`src/rtl/fft8_pkg.sv`:
```
// Shared constants for the 8-point FFT core: word sizes, FSM encoding, twiddles, bit-reverse order.
// Latency: n/a (package only).
// Backpressure: n/a (package only).
package fft8_pkg;

  localparam int DW   = 16;
  localparam int FRAC = 8;

  typedef enum logic [1:0] {
    IDLE    = 2'b00,
    LOAD    = 2'b01,
    COMPUTE = 2'b10,
    DONE    = 2'b11
  } state_t;

  // Working-register slot n holds input sample BITREV[n].
  localparam logic [2:0] BITREV [8] = '{3'd0, 3'd4, 3'd2, 3'd6, 3'd1, 3'd5, 3'd3, 3'd7};

  // Twiddles W_8^k in Q8.8: W0=(256,0) W1=(181,-181) W2=(0,-256) W3=(-181,-181).
  function automatic logic signed [DW-1:0] tw_re(input logic [1:0] k);
    case (k)
      2'd0:    tw_re = 16'sd256;
      2'd1:    tw_re = 16'sd181;
      2'd2:    tw_re = '0;
      default: tw_re = -16'sd181;
    endcase
  endfunction

  function automatic logic signed [DW-1:0] tw_im(input logic [1:0] k);
    case (k)
      2'd0:    tw_im = '0;
      2'd1:    tw_im = -16'sd181;
      2'd2:    tw_im = -16'sd256;
      default: tw_im = -16'sd181;
    endcase
  endfunction

endpackage

```
`src/rtl/fft8_butterfly.sv`:
```
// Radix-2 DIT butterfly: t = b*w (Q8.8, floor), a' = a + t, b' = a - t, all with 16-bit wrap.
// Latency: purely combinational.
// Backpressure: none; operands are consumed every cycle by the parent.
module fft8_butterfly #(
  parameter int DW   = 16,
  parameter int FRAC = 8
) (
  input  logic signed [DW-1:0] a_re_i,
  input  logic signed [DW-1:0] a_im_i,
  input  logic signed [DW-1:0] b_re_i,
  input  logic signed [DW-1:0] b_im_i,
  input  logic signed [DW-1:0] w_re_i,
  input  logic signed [DW-1:0] w_im_i,
  output logic signed [DW-1:0] a_out_re_o,
  output logic signed [DW-1:0] a_out_im_o,
  output logic signed [DW-1:0] b_out_re_o,
  output logic signed [DW-1:0] b_out_im_o
);

  // One spare bit so the sum of two full-scale products cannot overflow.
  logic signed [2*DW:0] bre_x, bim_x, wre_x, wim_x;
  logic signed [2*DW:0] prod_re, prod_im;
  logic signed [DW-1:0] t_re, t_im;
  logic                 unused_prod_bits;

  // Complex multiply, floor-shift by FRAC, then add/subtract with natural wrap.
  always_comb begin
    bre_x   = {{(DW+1){b_re_i[DW-1]}}, b_re_i};
    bim_x   = {{(DW+1){b_im_i[DW-1]}}, b_im_i};
    wre_x   = {{(DW+1){w_re_i[DW-1]}}, w_re_i};
    wim_x   = {{(DW+1){w_im_i[DW-1]}}, w_im_i};
    prod_re = bre_x * wre_x - bim_x * wim_x;
    prod_im = bre_x * wim_x + bim_x * wre_x;
    // Taking bits [FRAC+DW-1:FRAC] is an arithmetic right shift followed by narrowing.
    t_re    = prod_re[FRAC +: DW];
    t_im    = prod_im[FRAC +: DW];
    a_out_re_o = a_re_i + t_re;
    a_out_im_o = a_im_i + t_im;
    b_out_re_o = a_re_i - t_re;
    b_out_im_o = a_im_i - t_im;
    unused_prod_bits = ^{prod_re[2*DW:FRAC+DW], prod_re[FRAC-1:0],
                         prod_im[2*DW:FRAC+DW], prod_im[FRAC-1:0]};
  end

endmodule

```
`src/rtl/fft8_core.sv`:
```
// 8-point radix-2 DIT complex FFT, Q8.8, register-mapped: write latches inputs, start runs 3 stages.
// Latency: ready rises 3 clocks after state first reads COMPUTE (one butterfly stage per clock).
// Backpressure: none; DONE holds while start stays high, y holds until the next completed run.
module fft8_core #(
  parameter int DW   = fft8_pkg::DW,
  parameter int FRAC = fft8_pkg::FRAC
) (
  input  logic          clk,
  input  logic          rst,
  input  logic          write,
  input  logic          start,
  input  logic [DW-1:0] x0r, x0i, x1r, x1i, x2r, x2i, x3r, x3i,
  input  logic [DW-1:0] x4r, x4i, x5r, x5i, x6r, x6i, x7r, x7i,
  output logic [DW-1:0] y0r, y0i, y1r, y1i, y2r, y2i, y3r, y3i,
  output logic [DW-1:0] y4r, y4i, y5r, y5i, y6r, y6i, y7r, y7i,
  output logic          ready,
  output logic [1:0]    state
);
  import fft8_pkg::*;

  state_t               state_q, state_d;
  logic [1:0]           stg_q, stg_d;
  logic signed [DW-1:0] xr [8], xi [8];
  logic signed [DW-1:0] wr_q [8], wi_q [8], wr_d [8], wi_d [8];
  logic signed [DW-1:0] yr_q [8], yi_q [8], yr_d [8], yi_d [8];
  logic signed [DW-1:0] ar [4], ai [4], br [4], bi [4], twr [4], twi [4];
  logic signed [DW-1:0] aor [4], aoi [4], bor [4], boi [4];
  logic signed [DW-1:0] sr [8], si [8];
  logic [1:0]           jj, tw_idx, sel_j;
  logic [2:0]           top_idx, bot_idx, pos;
  logic                 sel_b;

  assign xr = '{x0r, x1r, x2r, x3r, x4r, x5r, x6r, x7r};
  assign xi = '{x0i, x1i, x2i, x3i, x4i, x5i, x6i, x7i};

  // FSM state register.
  always_ff @(posedge clk) begin
    if (rst) state_q <= IDLE;
    else     state_q <= state_d;
  end

  // FSM next state: start beats write in LOAD, DONE waits for start to drop.
  always_comb begin
    state_d = state_q;
    case (state_q)
      IDLE:    if (write) state_d = LOAD;
      LOAD:    if (start) state_d = COMPUTE;
      COMPUTE: if (stg_q == 2'd2) state_d = DONE;
      DONE:    if (!start) state_d = IDLE;
      default: state_d = IDLE;
    endcase
  end

  // Butterfly j pairs (top, top+span) for the current stage and picks its twiddle.
  always_comb begin
    jj = '0; top_idx = '0; bot_idx = '0; tw_idx = '0;
    for (int j = 0; j < 4; j++) begin
      jj = 2'(j);
      case (stg_q)
        2'd0: begin
          top_idx = {jj, 1'b0};        bot_idx = {jj, 1'b1};        tw_idx = 2'd0;
        end
        2'd1: begin
          top_idx = {jj[1], 1'b0, jj[0]}; bot_idx = {jj[1], 1'b1, jj[0]}; tw_idx = {jj[0], 1'b0};
        end
        default: begin
          top_idx = {1'b0, jj};        bot_idx = {1'b1, jj};        tw_idx = jj;
        end
      endcase
      ar[j]  = wr_q[top_idx];
      ai[j]  = wi_q[top_idx];
      br[j]  = wr_q[bot_idx];
      bi[j]  = wi_q[bot_idx];
      twr[j] = tw_re(tw_idx);
      twi[j] = tw_im(tw_idx);
    end
  end

  for (genvar j = 0; j < 4; j++) begin : g_bf
    fft8_butterfly #(.DW(DW), .FRAC(FRAC)) u_bf (
      .a_re_i     (ar[j]),
      .a_im_i     (ai[j]),
      .b_re_i     (br[j]),
      .b_im_i     (bi[j]),
      .w_re_i     (twr[j]),
      .w_im_i     (twi[j]),
      .a_out_re_o (aor[j]),
      .a_out_im_o (aoi[j]),
      .b_out_re_o (bor[j]),
      .b_out_im_o (boi[j])
    );
  end

  // Scatter butterfly outputs back to slot order: inverse of the pairing above.
  always_comb begin
    pos = '0; sel_j = '0; sel_b = 1'b0;
    for (int i = 0; i < 8; i++) begin
      pos = 3'(i);
      case (stg_q)
        2'd0:    begin sel_j = pos[2:1];         sel_b = pos[0]; end
        2'd1:    begin sel_j = {pos[2], pos[0]}; sel_b = pos[1]; end
        default: begin sel_j = pos[1:0];         sel_b = pos[2]; end
      endcase
      sr[i] = sel_b ? bor[sel_j] : aor[sel_j];
      si[i] = sel_b ? boi[sel_j] : aoi[sel_j];
    end
  end

  // Datapath next state: load inputs bit-reversed, run one stage per COMPUTE clock, publish on the last.
  always_comb begin
    wr_d  = wr_q;
    wi_d  = wi_q;
    yr_d  = yr_q;
    yi_d  = yi_q;
    stg_d = stg_q;
    case (state_q)
      IDLE, LOAD: begin
        if (state_q == LOAD && start) begin
          stg_d = 2'd0;
        end else if (write) begin
          for (int i = 0; i < 8; i++) begin
            wr_d[i] = xr[BITREV[i]];
            wi_d[i] = xi[BITREV[i]];
          end
        end
      end
      COMPUTE: begin
        wr_d  = sr;
        wi_d  = si;
        stg_d = stg_q + 2'd1;
        if (stg_q == 2'd2) begin
          yr_d = sr;
          yi_d = si;
        end
      end
      default: ;
    endcase
  end

  // Datapath registers; reset clears working data and results.
  always_ff @(posedge clk) begin
    if (rst) begin
      stg_q <= '0;
      for (int i = 0; i < 8; i++) begin
        wr_q[i] <= '0;
        wi_q[i] <= '0;
        yr_q[i] <= '0;
        yi_q[i] <= '0;
      end
    end else begin
      stg_q <= stg_d;
      wr_q  <= wr_d;
      wi_q  <= wi_d;
      yr_q  <= yr_d;
      yi_q  <= yi_d;
    end
  end

  assign ready = (state_q == DONE);
  assign state = state_q;

  assign y0r = yr_q[0]; assign y0i = yi_q[0];
  assign y1r = yr_q[1]; assign y1i = yi_q[1];
  assign y2r = yr_q[2]; assign y2i = yi_q[2];
  assign y3r = yr_q[3]; assign y3i = yi_q[3];
  assign y4r = yr_q[4]; assign y4i = yi_q[4];
  assign y5r = yr_q[5]; assign y5i = yi_q[5];
  assign y6r = yr_q[6]; assign y6i = yi_q[6];
  assign y7r = yr_q[7]; assign y7i = yi_q[7];

endmodule

```
`config.mk`:
```
export PLATFORM = sky130hd
export DESIGN_NAME = fft8_core
export DESIGN_NICKNAME = d
export VERILOG_FILES = /design/src/rtl/fft8_pkg.sv /design/src/rtl/fft8_butterfly.sv /design/src/rtl/fft8_core.sv
export SDC_FILE = /design/constraint.sdc
export NUM_CORES = 2
export LEC_CHECK = 0
export ABC_CLOCK_PERIOD_IN_PS = 14500
export BUFFER_PORTS_ARGS = -buffer_cell sky130_fd_sc_hd__buf_4
export CAP_MARGIN = 15
export CORE_ASPECT_RATIO = 1.4
export CORE_UTILIZATION = 49
export DETAILED_ROUTE_END_ITERATION = 6
export PLACE_DENSITY = 0.66
export SLEW_MARGIN = 20
export SYNTH_ARGS = -nofsm -noshare
export SYNTH_HDL_FRONTEND = slang
export SYNTH_SLANG_ARGS = --single-unit
```
`constraint.sdc`:
```
create_clock -name clk -period 14.5 [get_ports clk]
set_input_delay 0 -clock clk [delete_from_list [all_inputs] [get_ports clk]]
set_output_delay 0 -clock clk [all_outputs]
set_load 0.1 [all_outputs]
```
==> flow_summary_export.csv <==
group,metric,value,unit
critical_path,reg2reg_to,"wr_q[77]",
cells_and_area,drive_above_1_share,9.90,%
critical_path,reg2reg_from,"stg_q[1]",
cells_and_area,syn2layout_area_growth,12.4,%
critical_path,end_kind,"register",
sta,finClkSkew,38.8,ps
routing,viasPerCell,5.91,
critical_path,r2r_cells,46,
routing,drt_iter0_drc,8878,
yosys,synthesis.area,91200,µm²
sta,rsz0062_at_grt,"no",
routing,route.vias.total,78971,
yosys,synth_warnings,0,
clocking,clk-insertion-delay-late,700,ps
critical_path,cp-start-kind,"register",
critical_path,cp.depth,46,
min_path,hp-class,"in2reg",
run_status,status,"completed",
sta,finalSetupTns,0,ps
sta,hold_viol,0,
cells_and_area,top_regs,"wi_q x128, wr_q x128",
cells_and_area,nNetsFinal,13538,
die,die_w,367,µm
global_routing,grt.total_usage,42.9,%
clocking,cts_tree,"built",
die,initial_core_util,49.2,%
placement,place.gp.congestion,1.08,
routing,firstDrtPassIters,6,
routing,ant_nets,0,
critical_path,cpMostUsedCell,"inv_1",
yosys,synth_edf_count,0,
clocking,cts_resized,0,
yosys,synth-seq-cells,516,
critical_path,cp_max_fo,61,
clocking,post_cts_buffers,0,
global_routing,grt_pass1_vias,80460,
clocking,cts_inserted_buffers,55,
clocking,clk_pin_slew_worst_paths,70,ps
yosys,async_flop_share,0,%
clocking,clockBufferDepth,3,
sta,relSlewSlack,6.58,%
yosys,ys_seq_area_share,11.3,%
global_routing,grt_max_degree,171,
critical_path,worst-setup-path-type,"reg2reg",
sta,max_slew.worst_pin.slew,1400,ps
sta,timing.fmax,0.0748,GHz
clocking,clkSinkCount,516,
global_routing,grt_pass1_wl,574000,µm
clocking,cts-root-buf,"clkbuf_16",
placement,dp_hpwl,341000,µm
critical_path,cp.arrival,13930,ps
die,pin_count,519,
critical_path,crit_family,"adder cells",
critical_path,cp_slowest_stage_delay,1020,ps
routing,wirelength,406000,µm
yosys,avgSynthCellArea,8.87,µm²
placement,port_buffers,518,
yosys,synth_cell_types,84,
routing,wl_per_cell,30.4,µm
critical_path,path_buf_inv,9,
critical_path,critPathRequiredTime,15070,ps
clocking,htreeDepth,2,
global_routing,grt_antenna_before_repair,60,
clocking,holdBufCountCts,268,
routing,drc,0,
yosys,syn_inst,10292,
sta,min_period,13360,ps
die,core-area,185000,µm²
global_routing,overflow,0,
die,die_y,513,µm
sta,period_share,92.2,%
sta,setup_viol,0,
die,num_rows,187,
critical_path,slowest_stage,"o21ai_0",
critical_path,crit_path_start,"stg_q[1]",
sta,drv_slew,0,
critical_path,r2r_setup_slack,1140,ps
die,dieArea,188000,µm²
cells_and_area,fill_cells,17149,
job,maxCapViolCount,0,
critical_path,critical_path.endpoint,"wr_q[77]",
yosys,ys.flop_type,"dfxtp_1",
layout make-up:
class / count / area (µm²) / share of cell area [%]
Clock buffer: 69 / 1500 / 1.46
Antenna cell: 26 / 65.1 / 0.0634
Clock inverter: 33 / 410 / 0.400
Tap cell: 2457 / 3070 / 3.00
Sequential cell: 516 / 10300 / 10.1
Inverter: 2227 / 8370 / 8.16
Multi-Input combinational cell: 7076 / 70900 / 69.1
Timing Repair Buffer: 962 / 7980 / 7.77
synthesized netlist by cell type, drive strengths merged, types with 5 or more instances:
library cell  number  area (µm²)
a311oi             8        70.1
o41ai             12         113
nor2             889        3340
nand2            708        2660
mux2i            262        2620
xnor2            405        3550
a221oi            17         166
o21ai            203        1020
o31a               5        43.8
and2              51         319
o211ai            45         338
a211o             15         131
o2111ai            8        70.1
nor3b              7        57.6
inv             2226        8360
buf              114         490
o21bai            69         518
o31ai             16         120
a21o              53         398
or2               39         244
clkbuf           362        1370
o22ai              6        37.5
nor2b            103         644
fa              1386       27700
a2111oi           11         103
xor2             101         885
and3              30         188
ha              1054       13200
mux4             133        3000
o21ba              8        80.1
a22oi             13        97.6
a31o               9        78.8
nand4              6        37.5
a21oi            643        3220
a31oi             53         332
nand3             32         160
o21a              27         203
nand2b            30         188
a21boi             5        37.5
dfxtp            516       10300
a211oi           386        2900
mux2              67         754
nor3              62         310
or3               40         250
nor4              10        68.8
worst reg2reg max path: cells and delay by family (launching register included):
| family | cells | cell delay (ps) |
|---|---|---|
| adder cells (fa/ha/maj) | 11 | 4500 |
| AO/OA/AOI/OAI | 15 | 3830 |
| buffers and inverters | 9 | 2010 |
| AND/OR/NAND/NOR | 8 | 1490 |
| XOR/XNOR | 2 | 880 |
| flip-flops | 1 | 330 |
| multiplexers | 1 | 190 |
cell families after synthesis:
group | share of synthesized area, %
AO/OA/AOI/OAI | 11.3
adder cells (fa/ha/maj) | 44.9
other | 0.00823
XOR/XNOR | 4.88
AND/OR/NAND/NOR | 9.42
multiplexers | 6.98
flip-flops | 11.3
buffers and inverters | 11.2
worst min-delay path by stage:
stage / from / end / slack, ps / depth (start not counted)
floorplan: x2r[2] / wr_q[82] / 170 / 2
global placement: x7i[15] / wi_q[15] / 300 / 3
detailed placement: x3i[9] / wi_q[25] / 310 / 3
CTS: x5i[11] / wi_q[43] / 5 / 5
global route: x5i[11] / wi_q[43] / 40 / 5
finish: x5i[11] / wi_q[43] / 30 / 5
cells in the final DEF (no fill, tap or decap), drive strengths merged, types with 9 or more instances in the layout:
master / instances
clkbuf: 69
o41ai: 12
a221oi: 17
o21a: 27
nor4: 10
a21o: 53
nand2: 708
fa: 1386
o31ai: 16
or3: 40
dlygate4sd3: 268
and3: 30
mux2: 67
a211o: 15
a2111oi: 11
xor2: 101
mux2i: 262
xnor2: 405
and2: 51
ha: 1054
a211oi: 386
buf: 694
a31o: 9
nand3: 32
or2: 39
a31oi: 53
o211ai: 45
o21bai: 69
a22oi: 13
nand2b: 30
inv: 2236
mux4: 133
nor2b: 103
dfxtp: 516
diode: 26
nor3: 62
nor2: 889
a21oi: 643
clkinv: 13
o21ai: 203
metal layers:
| metal | part of all wire (%) | vias to the layer above | GRT usage (%) |
|---|---|---|---|
| li1 | - | 33837 | - |
| met1 | 36 | 39257 | 50.9 |
| met2 | 44 | 4511 | 66.7 |
| met3 | 11 | 1332 | 11.6 |
| met4 | 9.1 | 34 | 31.8 |
| met5 | 0.054 | - | 0 |
per-stage QoR:
stage	hold slack [ps]	cell area (µm²)	util [%]	instances	setup slack, ps
floorplan	171	91300	-	10295	2580
global placement	297	97900	52.8	12970	1470
detailed placement	314	97900	52.8	12970	1360
CTS	4.53	102000	55.3	13340	1300
global route	39.1	103000	55.3	13347	538
finish	28.6	103000	55.4	13366	1140
Power is not shown: default switching activity piles up to over one toggle a cycle in this logic, so the estimate is an artifact.
